`src/rtl/regfile_param.sv`:
```
// Two-read/one-write register file with a hardware clear walk, optional
// hardwired-zero register 0 and optional write-to-read bypass.
module regfile_param #(
  parameter int DATA_W   = 32,
  parameter int ADDR_W   = 5,
  parameter bit ZERO_REG = 1'b1,
  parameter bit BYPASS   = 1'b1
) (
  input  logic              clk,
  input  logic              rst_n,
  input  logic              clr_req,
  input  logic [ADDR_W-1:0] rd_addr1,
  output logic [DATA_W-1:0] rd_data1,
  input  logic [ADDR_W-1:0] rd_addr2,
  output logic [DATA_W-1:0] rd_data2,
  input  logic              wr_en,
  input  logic [ADDR_W-1:0] wr_addr,
  input  logic [DATA_W-1:0] wr_data,
  output logic              busy,
  output logic              wr_drop
);

  localparam int DEPTH = 2 ** ADDR_W;

  typedef enum logic {
    INIT  = 1'b0,
    READY = 1'b1
  } state_e;

  state_e            state_q, state_d;
  logic [ADDR_W-1:0] clr_cnt_q, clr_cnt_d;
  logic              wr_drop_q, wr_drop_d;
  logic [DATA_W-1:0] mem_q [DEPTH];

  logic              wr_valid;
  logic              wr_commit;
  logic              wr_lost;
  logic              mem_we;
  logic [ADDR_W-1:0] mem_waddr;
  logic [DATA_W-1:0] mem_wdata;

  // A write is valid only in READY with no clear being accepted; a valid
  // write to a hardwired-zero register 0 is silently ignored, not dropped.
  assign wr_valid  = (state_q == READY) && !clr_req && wr_en;
  assign wr_commit = wr_valid && !(ZERO_REG && (wr_addr == '0));
  assign wr_lost   = wr_en && ((state_q == INIT) || clr_req);

  always_comb begin
    state_d   = state_q;
    clr_cnt_d = clr_cnt_q;
    wr_drop_d = wr_lost;
    case (state_q)
      INIT: begin
        clr_cnt_d = clr_cnt_q + 1'b1;
        if (clr_cnt_q == ADDR_W'(DEPTH - 1)) begin
          state_d = READY;
        end
      end
      READY: begin
        if (clr_req) begin
          state_d   = INIT;
          clr_cnt_d = '0;
        end
      end
      default: begin
        state_d   = INIT;
        clr_cnt_d = '0;
      end
    endcase
  end

  always_ff @(posedge clk) begin
    if (!rst_n) begin
      state_q   <= INIT;
      clr_cnt_q <= '0;
      wr_drop_q <= 1'b0;
    end else begin
      state_q   <= state_d;
      clr_cnt_q <= clr_cnt_d;
      wr_drop_q <= wr_drop_d;
    end
  end

  // The clear walk and the writeback port share the single storage write port.
  assign mem_we    = (state_q == INIT) || wr_commit;
  assign mem_waddr = (state_q == INIT) ? clr_cnt_q : wr_addr;
  assign mem_wdata = (state_q == INIT) ? '0 : wr_data;

  always_ff @(posedge clk) begin
    if (rst_n && mem_we) begin
      mem_q[mem_waddr] <= mem_wdata;
    end
  end

  function automatic logic [DATA_W-1:0] read_port(input logic [ADDR_W-1:0] addr);
    logic [DATA_W-1:0] data;
    if (state_q == INIT) begin
      data = '0;
    end else if (ZERO_REG && (addr == '0)) begin
      data = '0;
    end else if (BYPASS && wr_valid && (addr == wr_addr)) begin
      data = wr_data;
    end else begin
      data = mem_q[addr];
    end
    return data;
  endfunction

  assign rd_data1 = read_port(rd_addr1);
  assign rd_data2 = read_port(rd_addr2);
  assign busy     = (state_q == INIT);
  assign wr_drop  = wr_drop_q;

endmodule

```
`config.mk`:
```
export PLATFORM = sky130hd
export DESIGN_NAME = regfile_param
export DESIGN_NICKNAME = d
export VERILOG_FILES = /design/src/rtl/regfile_param.sv
export SDC_FILE = /design/constraint.sdc
export NUM_CORES = 1
export LEC_CHECK = 0
export CORE_MARGIN = 5
export CORE_UTILIZATION = 30
export CTS_CLUSTER_SIZE = 8
export DETAILED_ROUTE_END_ITERATION = 16
export PLACE_DENSITY_LB_ADDON = 0.05
export SYNTH_ARGS = -nofsm -noshare
export SYNTH_HDL_FRONTEND = slang
export SYNTH_SLANG_ARGS = --single-unit
```
`constraint.sdc`:
```
create_clock -name clk -period 5.9 [get_ports clk]
set_input_delay 0.59 -clock clk [delete_from_list [all_inputs] [get_ports clk]]
set_output_delay 0.59 -clock clk [all_outputs]
set_load 0.02 [all_outputs]
```
# Yosys cells after proc, flatten, opt, wreduce, memory -nomap -nowiden
# Memories as Yosys holds them, arrays and structs flattened.
# Index checks and enable logic that the tools add are counted.
word_totals:
  inputBits: 51
  mem_count: 1
  word_cells: 39
  register_bits: 7
  output_inout_bits: 66
  mem_bits_rw: 1024
memory_table:
  columns: ["name", "depth", "word_bits", "rd", "rd_ports_with_merged_regs", "wr", "line_no", "text"]
  rows:
  - ["mem_q", 32, 32, 2, 0, 1, "33", "logic [DATA_W-1:0] mem_q [DEPTH];"]
op_classes:
  n_eq_ne: 4
  reduce_logical: 14
  bitwise: 1
  n_addsub: 1
  n_mux: 15
ops:
  columns: ["operator", "count"]
  rows:
  - ["32-bit two-way mux", 7]
  - ["5-bit logical NOT", 3]
  - ["5-bit equality test", 2]
  - ["5-bit two-way mux", 2]
  - ["5-bit one-hot mux with 2 select lines", 1]
  - ["1-bit logical AND", 7]
  - ["5-bit by 1-bit adder with 5-bit output, second input constant", 1]
  - ["5-bit equality test, second input constant", 1]
  - ["1-bit two-way mux", 4]
  - ["1-bit logical NOT", 2]
  - ["1-bit logical OR", 2]
  - ["2-bit != test, second input constant", 1]
  - ["1-bit one-hot mux with 2 select lines", 1]
  - ["1-bit NOT", 1]

# Logic depth before layout (Yosys ltp)
# Gate-level depths: netlist of run 1.
logic_depth:
  ltp_word: 8
  mapped_depth: 10
  ltp_nobuf: 5

# Least setup slack after synthesis of run 1
# No wires, ideal clock.
synth_timing:
  kind: "input-to-reg"
  startpoint: "input port wr_addr[0]"
  endpoint: "memory mem_q[10][0], enable pin"
  path_stages: 6
  setup_slack_ps: 2514
  arrival_time_ps: 2965
  n_path_buf: 1
  t_required_ps: 5479
  setup_ps: 421
  cell_sequence: "clkbuf_1 or4_1 o21ai_0 a21boi_0 o21ai_1 nor2_1"
synth_via:
  elab_chain_cells: 7
  elab_cells_between_ends: 8
  classes_between: "3 x mux; 5 x reduce/logical"
synth_lines:
  columns: ["element", "line_no", "text"]
  rows:
  - ["from (decl)", "17", "input logic [ADDR_W-1:0] wr_addr,"]
  - ["5-bit logical NOT", "45", "assign wr_commit = wr_valid && !(ZERO_REG && (wr_addr == '0));"]
  - ["1-bit logical NOT", "45", null]
  - ["1-bit logical AND", "45", null]
  - ["1-bit logical OR", "85", "assign mem_we = (state_q == INIT) || wr_commit;"]
  - ["1-bit logical AND", "90", "if (rst_n && mem_we) begin"]
  - ["1-bit two-way mux", "90", null]
  - ["1-bit two-way mux (implied by the code)", "91", "mem_q[mem_waddr] <= mem_wdata;"]
  - ["to (decl)", "33", null]
# Parallel ways exist; a longest one is shown, timed or not.

# Worst setup path after layout of run 1
layout_timing:
  startpoint: "input port rd_addr2[3]"
  endpoint: "output port rd_data2[11]"
layout_via:
  elab_chain_cells: 5
  elab_cells_between_ends: 7
  classes_between: "1 x eq/ne; 3 x mux; 2 x reduce/logical; 1 x memory"
layout_lines:
  columns: ["element", "line_no", "text"]
  rows:
  - ["from (decl)", "14", "input logic [ADDR_W-1:0] rd_addr2,"]
  - ["parallel branches: the longest is 3 deep, another holds memory 32 x 32 bit", null, null]
  - ["32-bit two-way mux *", "99", "end else if (ZERO_REG && (addr == '0)) begin"]
  - ["32-bit two-way mux *", "97", "if (state_q == INIT) begin"]
  - ["to (decl)", "15", "output logic [DATA_W-1:0] rd_data2,"]
# Mark *: on every way between the ends.

==> results of run 1 <==
through the flow:
stage	hold slack (ps)	setup slack [ps]	std cells	cell area, um2
floorplan	497	2510	2713	48800
global placement	525	548	4912	53300
detailed placement	531	673	4912	53300
CTS	541	642	5093	57300
global route	571	624	5094	57300
finish	540	670	5098	57300
cell families after synthesis:
kind of cell / share of synthesized area, %
AND/OR/NAND/NOR: 3.68
AO/OA/AOI/OAI: 6.00
adder cells (fa/ha/maj): 0.0513
XOR/XNOR: 0.162
buffers and inverters: 2.45
multiplexers: 24.3
flip-flops: 63.3
cells in the mapped netlist (8+ instances only):
library cell,n,share of area [%]
sky130_fd_sc_hd__a21oi_1,56,0.57
sky130_fd_sc_hd__o22ai_1,77,0.99
sky130_fd_sc_hd__mux4_2,412,19
sky130_fd_sc_hd__clkbuf_1,104,0.80
sky130_fd_sc_hd__a221o_1,39,0.80
sky130_fd_sc_hd__edfxtp_1,1024,63
sky130_fd_sc_hd__buf_1,20,0.15
sky130_fd_sc_hd__o21bai_1,8,0.12
sky130_fd_sc_hd__or3_1,31,0.40
sky130_fd_sc_hd__nor2_1,83,0.64
sky130_fd_sc_hd__buf_4,38,0.58
sky130_fd_sc_hd__nand3_1,23,0.24
sky130_fd_sc_hd__nand2b_1,17,0.22
sky130_fd_sc_hd__mux2i_1,212,4.3
sky130_fd_sc_hd__nand4_1,9,0.12
sky130_fd_sc_hd__and2_1,47,0.60
sky130_fd_sc_hd__a31oi_1,30,0.38
sky130_fd_sc_hd__nor2b_1,13,0.17
sky130_fd_sc_hd__nor3b_1,19,0.29
sky130_fd_sc_hd__nor3_1,33,0.34
sky130_fd_sc_hd__o21ai_0,34,0.35
sky130_fd_sc_hd__inv_1,28,0.22
sky130_fd_sc_hd__o21ai_1,9,0.092
sky130_fd_sc_hd__a211oi_1,20,0.31
sky130_fd_sc_hd__a221oi_1,67,1.2
sky130_fd_sc_hd__mux2_2,42,0.97
sky130_fd_sc_hd__o221ai_1,10,0.18
sky130_fd_sc_hd__a22oi_1,39,0.60
sky130_fd_sc_hd__nand2_1,47,0.36
sky130_fd_sc_hd__buf_2,54,0.55
per-layer routing:
metal,routed length [um],vias to the layer above,global-route usage (%)
met3,12400,261,4.22
li1,-,11900,-
met2,92800,1199,37.0
met1,83800,16400,30.9
met5,9,-,0
met4,4740,2,5.60
worst max-delay path: cells and delay by family:
family | cells | cell delay [ps]
XOR/XNOR | 1 | 350
buffers and inverters | 2 | 1640
AND/OR/NAND/NOR | 3 | 1530
AO/OA/AOI/OAI | 1 | 480
final cells by class:
type | count | area (um2) | area share, %
sequential | 1031 | 30900 | 53.9
multi-input combinational | 1432 | 17000 | 29.7
clock buffer | 169 | 3890 | 6.78
tap | 2175 | 2720 | 4.75
timing repair buffer | 246 | 2520 | 4.40
clock inverter | 12 | 159 | 0.277
inverter | 28 | 110 | 0.192
antenna | 5 | 12.5 | 0.0218
cells in the final DEF, fill, tap and decap left out, drive strengths merged, types with 19 or more instances in the layout:
master         netlist  layout
nor2                83      83
o21ai               43      43
and2                47      47
or3                 31      31
a31oi               30      30
clkbuf             104     169
nor3b               19      19
mux2                42      42
edfxtp            1024    1024
inv                 28      33
a221oi              67      67
mux4               412     412
nor3                33      33
clkdlybuf4s50        0      90
a211oi              20      20
o22ai               77      77
a221o               39      39
a21oi               56      56
mux2i              212     212
a22oi               39      39
nand2               47      47
nand3               23      23
buf                118     156
state kept, by name, summed over array words and instances (netlist names):
name and flops:
state_q 1, wr_drop 1, clr_cnt_q 5, mem_q 1024
power by group through the flow:
| stage | combinational, uW | sequential (uW) | clock (uW) |
|---|---|---|---|
| finish | 1120 | 8020 | 7730 |
| global route | 1170 | 8010 | 8230 |
| CTS | 1130 | 8010 | 7930 |
| floorplan | 684 | 8150 | 0 |
| global placement | 1130 | 8150 | 0 |
| detailed placement | 1120 | 8150 | 0 |
path summary, 6_finish.rpt:
path / end / startpoint / slack, ps / cells after the start
min: clr_cnt_q[4]$_SDFFE_PN0P_ / clr_cnt_q[4]$_SDFFE_PN0P_ / 540 / 2
min reg2reg: clr_cnt_q[4]$_SDFFE_PN0P_ / clr_cnt_q[4]$_SDFFE_PN0P_ / 540 / 2
max reg2reg: mem_q[25][3]$_DFFE_PP_ / state_q$_SDFF_PN0_ / 1910 / 5
max: rd_data2[11] / rd_addr2[3] / 670 / 7
==> impl_results.md, run 1 <==
* Run status: complete, no violations
* Worst Clk Skew at 21.2 ps
* Initial Utilization at 30.1%
* Post-synth EDFFs at between 1k and 1.5k
* Net Count, Synth at ~2.8k
* Sequential element share of the synthesized area at 63.3%
* Nature of the critical path startpoint: input port
* Switching pwr at 3790 uW
* Post-CTS Setup Repair Bufs at 0
* DRC at 0
* Total count of hold-check failures in the final report at 0
* Instance count of the mapped netlist at between 2k and 3k
* Clock group share of total power at between 40% and 50%
* Number of maximum-capacitance violations at 0
* Pin count of the biggest net entering global routing at 94
* Cell at the root of the clock tree: sky130_fd_sc_hd__clkbuf_16
* Peak supply drop at around 230 uV
* Length of the first detailed-routing pass in iterations at 7
* Prevailing post-synth register cell: sky130_fd_sc_hd__edfxtp_1
* Detail Placement HPWL at between 100000 and 150000 um
* Number of violations reported at the end of detailed-routing iteration 0 at 2879
* Total I/O pin count at between 100 and 150
* Worst-margin pin slew at about 1300 ps
* Per-instance average area after synthesis at 18.0 um2
* WL final at between 150000 and 200000 um
* Post-CTS Hold Buffers at 0
* Crit. End Element: output pin
* Fraction of synthesis flops using an asynchronous set or reset pin at 0%
* Number of fillers in the final layout at around 15k
* Share of power burned in registers at ~48%
* Total negative setup slack at 0 ps
* Count of instances resized after the clock tree is built at 0
* Combinational fraction of design power at around 6.6%
* Die Height at 413 um
* Normalized max-slew margin at around 15%
* Final core utilization at 35.3%
* Max clock buf depth at 3
* Clock edge transition at the registers on the reported setup and hold paths at approximately 50 ps
* Vias in the first global route at 30.8k
* Final weighted congestion in routability-driven placement at between 0.7 and 0.8
* Via Count at approximately 30k
* Synthesis warning total at 0
* Critical Setup Path Class: in -> out
* Final Power at ~17000 uW
* Library cells used by synthesis at 50
* Setup violation total in the final timing report at 0
* Post-synthesis cell area at 48800 um2
* Final period util at between 80% and 90%
* Max-slew violation count at 0
* Timing-limited maximum frequency at 0.191 GHz
* Ratio of routed vias to standard cells at roughly 5.8
* Number of antenna violations at the first check in global routing at 19
* Row count at approximately 150
* Proportion of layout cells with a drive suffix above 1 at 28.3%
* H-tree lvl count at 4
* Count of buffers from port buffering at between 100 and 150
* Combined global-route utilization of all metal layers at between 20% and 30%
* Synth Register Bits at roughly 1.0k
* Total die area at between 150000 and 200000 um2
* Die width at slightly above 400 um
* Leakage power total at ~0.018 uW
* Switching Fraction at around 22%
* Antenna Violating Nets Remaining at 0
* Setup repair after global routing missed its margin: no
* Delay of the slowest cell on the worst path at just under 1000 ps
* Cell area power density at slightly below 300 nW/um2
* TritonCTS buffer count at about 150
* TritonCTS clock tree: yes
* Global-route wire length before repair at 263000 um
* Clock latency reported for the late side of the worst-skew pair at a little under 800 ps
* Internal power at roughly 13000 uW
* Floorplan Core Area at 162000 um2
* Area Growth Syn to Fin at 17.5%
* Arrival time of the worst setup path at between 4000 and 5000 ps
* Min cycle time layout at between 5000 and 6000 ps
* Average wire length per cell after detail routing at between 30 and 40 um
* Data required time of the worst path at 5310 ps
* # nets final at 2940
* Most numerous cell on the critical path: sky130_fd_sc_hd__clkdlybuf4s50_1
* Worst path cell trace: clkdlybuf4s50_1 > xor2_1 > nor4_1 > nand4_1 > or3_2 > a31oi_1 > clkdlybuf4s50_1
* Min-Delay Path Class: reg -> reg
* Grt total ovfl at 0
* Number of sinks driven by the clock tree at between 1k and 1.5k
* Max stage delay cell, worst path: sky130_fd_sc_hd__or3_2
* CP max FO at 23
(Power assumes the default switching activity.)
==> inputs of run 2 (changes only) <==
- REMOVE_ABC_BUFFERS: not set -> 1
==> run 2 against run 1 <==
  * Clock skew decreased by 4.0 ps
  * Sequential share of layout area increased by 0.12 points
  * Flip-flop and latch count unchanged
  * Total power decreased by 0.13%
  * Final area decreased by 0.22%
  * Fmax increased by 1.6%
==> impl_results.md, run 2 (same netlist as run 1, synthesis figures left out) <==
* Delay of the slowest cell on the worst path at around 800 ps
* Area Growth Syn to Fin at 17.2%
* Worst-margin pin slew at 1170 ps
* Via Count at 29.5k
* Pin count of the biggest net entering global routing at 94
* Crit-path leading delay family: buffers and inverters
* Flip-flop count of the largest register, all copies and words added at 1024
* TritonCTS clock tree: yes
* Row count at around 150
* Min-Delay Path Class: in -> reg
* Layer with the highest usage: met2
* Cell area power density at 294 nW/um2
* Post-CTS Setup Repair Bufs at 0
* Crit path launch: state_q$_SDFF_PN0_
* H-tree lvl count at 4
* Max-slew violation count at 0
* Arrival time of the worst setup path at 4560 ps
* Worst path cell trace: nor2b_1 > nand3_1 > o311ai_4 > buf_4 > nor3_1 > a221o_1 > clkdlybuf4s50_1
* Worst reg2reg startpoint: state_q$_SDFF_PN0_
* Floorplan Core Area at roughly 160000 um2
* Detail Placement HPWL at between 100000 and 150000 um
* Number of antenna violations at the first check in global routing at 3
* Die Height at about 410 um
* Count of buffers from port buffering at roughly 120
* Sum of buffers and inverters on the critical path at 2
* Ratio of routed vias to standard cells at approximately 5.8
* Peak supply drop at around 270 uV
* Number of maximum-capacitance violations at 0
* Max stage delay cell, worst path: sky130_fd_sc_hd__dfxtp_4
* Proportion of layout cells with a drive suffix above 1 at about 28%
* Total count of hold-check failures in the final report at 0
* CP max FO at 41
* Clock edge transition at the registers on the reported setup and hold paths at roughly 50 ps
* Combined global-route utilization of all metal layers at 22.3%
* Length of the first detailed-routing pass in iterations at 5
* Global-route wire length before repair at 262000 um
* Normalized max-slew margin at between 20% and 30%
* Max clock buf depth at 3
* Finished Cell Area at roughly 57000 um2
* Largest Register: mem_q
* Biggest registers after layout: mem_q x1024, clr_cnt_q x5
* Average wire length per cell after detail routing at 37.6 um
* Number of sinks driven by the clock tree at 1031
* WL final at 191000 um
* Post-CTS Hold Buffers at 0
* Cell at the root of the clock tree: sky130_fd_sc_hd__clkbuf_16
* Initial Utilization at 30.1%
* Startpoint of the worst hold path: wr_en
* Number of fillers in the final layout at between 15k and 20k
* Setup violation total in the final timing report at 0
* Data required time of the worst path at between 5000 and 6000 ps
* Total die area at between 150000 and 200000 um2
* Setup repair after global routing missed its margin: no
* Most common cell after layout, fill and taps aside: sky130_fd_sc_hd__edfxtp_1
* Most frequent cells in the layout: 1024 x sky130_fd_sc_hd__edfxtp_1, 412 x sky130_fd_sc_hd__mux4_2, 212 x sky130_fd_sc_hd__mux2i_1, 152 x sky130_fd_sc_hd__clkbuf_16, 119 x sky130_fd_sc_hd__buf_4
* Clock latency reported for the late side of the worst-skew pair at around 750 ps
* Vias in the first global route at about 31k
* Met3 Track Usage GR at 3.77%
* Leakage power total at ~0.018 uW
* Antenna Violating Nets Remaining at 0
* Post-placement cell area at approximately 53000 um2
* # nets final at approximately 3k
* Critical Setup Path Class: reg -> out
* Crit. End Element: output pin
* Min cycle time layout at about 5000 ps
* DRC at 0
* Hold Slack at between 500 and 600 ps
* Global routing met2 resource utilization at 37.2%
* Count of instances resized after the clock tree is built at 0
* Final period util at 87.3%
* Die width at 413 um
* Total I/O pin count at 117
* Met1 global-route usage at 29.7%
* Run status: complete, no violations
* Worst Clk Skew at approximately 17 ps
* Final weighted congestion in routability-driven placement at 0.771
* Total negative setup slack at 0 ps
* Nature of the critical path startpoint: flip-flop
* TritonCTS buffer count at around 150
* Timing-limited maximum frequency at between 0.15 and 0.2 GHz
* Grt total ovfl at 0
* Number of inserted diodes at 0
* Number of violations reported at the end of detailed-routing iteration 0 at 2658
## run 2: changes by cell type in the layout (fill, tap and decap cells not counted), sizes merged
cell | before | now
diode | 5 | 0
inv | 33 | 38
clkinv | 6 | 2
buf | 156 | 153
clkbuf | 169 | 170
## run 2: metal layers
layer	share of wire, %	vias up
li1	-	11900
met1	43	16300
met2	49	1058
met3	5.3	275
met4	3.2	0
met5	0	-
## run 2: path summary, 6_finish.rpt
check                                                  to  slack [ps]  depth (start not counted)
worst max-delay path                         rd_data1[23]         750                          7
worst max register to register     mem_q[8][26]$_DFFE_PP_        2230                          5
worst min register to register  clr_cnt_q[3]$_SDFFE_PN0P_         570                          2
worst min-delay path                   wr_drop$_SDFF_PN0_         540                          2
## run 2: where the power goes
group | switching, uW | leakage (uW) | internal [uW]
Clock | 3130 | 0.00197 | 4610
Combinational | 650 | 0.00654 | 443
Sequential | 19.9 | 0.00906 | 8000
Total | 3800 | 0.0176 | 13000
## run 2: area by class of cell
cell class,count,area (um2),share of cell area [%]
well taps,2175,2720,4.76
repair buffers,243,2440,4.26
clock buffers,170,3870,6.77
clock inverters,13,149,0.260
flip-flops and latches,1031,30900,54.0
inverters,28,110,0.193
multi-input cells,1432,17000,29.7
## run 2: metrics by stage
stage,setup slack [ps],instances,util (%),total power [uW]
floorplan,1250,2491,-,8640
CTS,648,5092,35.3,17100
global route,583,5092,35.3,17400
global placement,1080,4909,32.8,9260
detailed placement,1190,4909,32.8,9260
finish,751,5092,35.3,16800
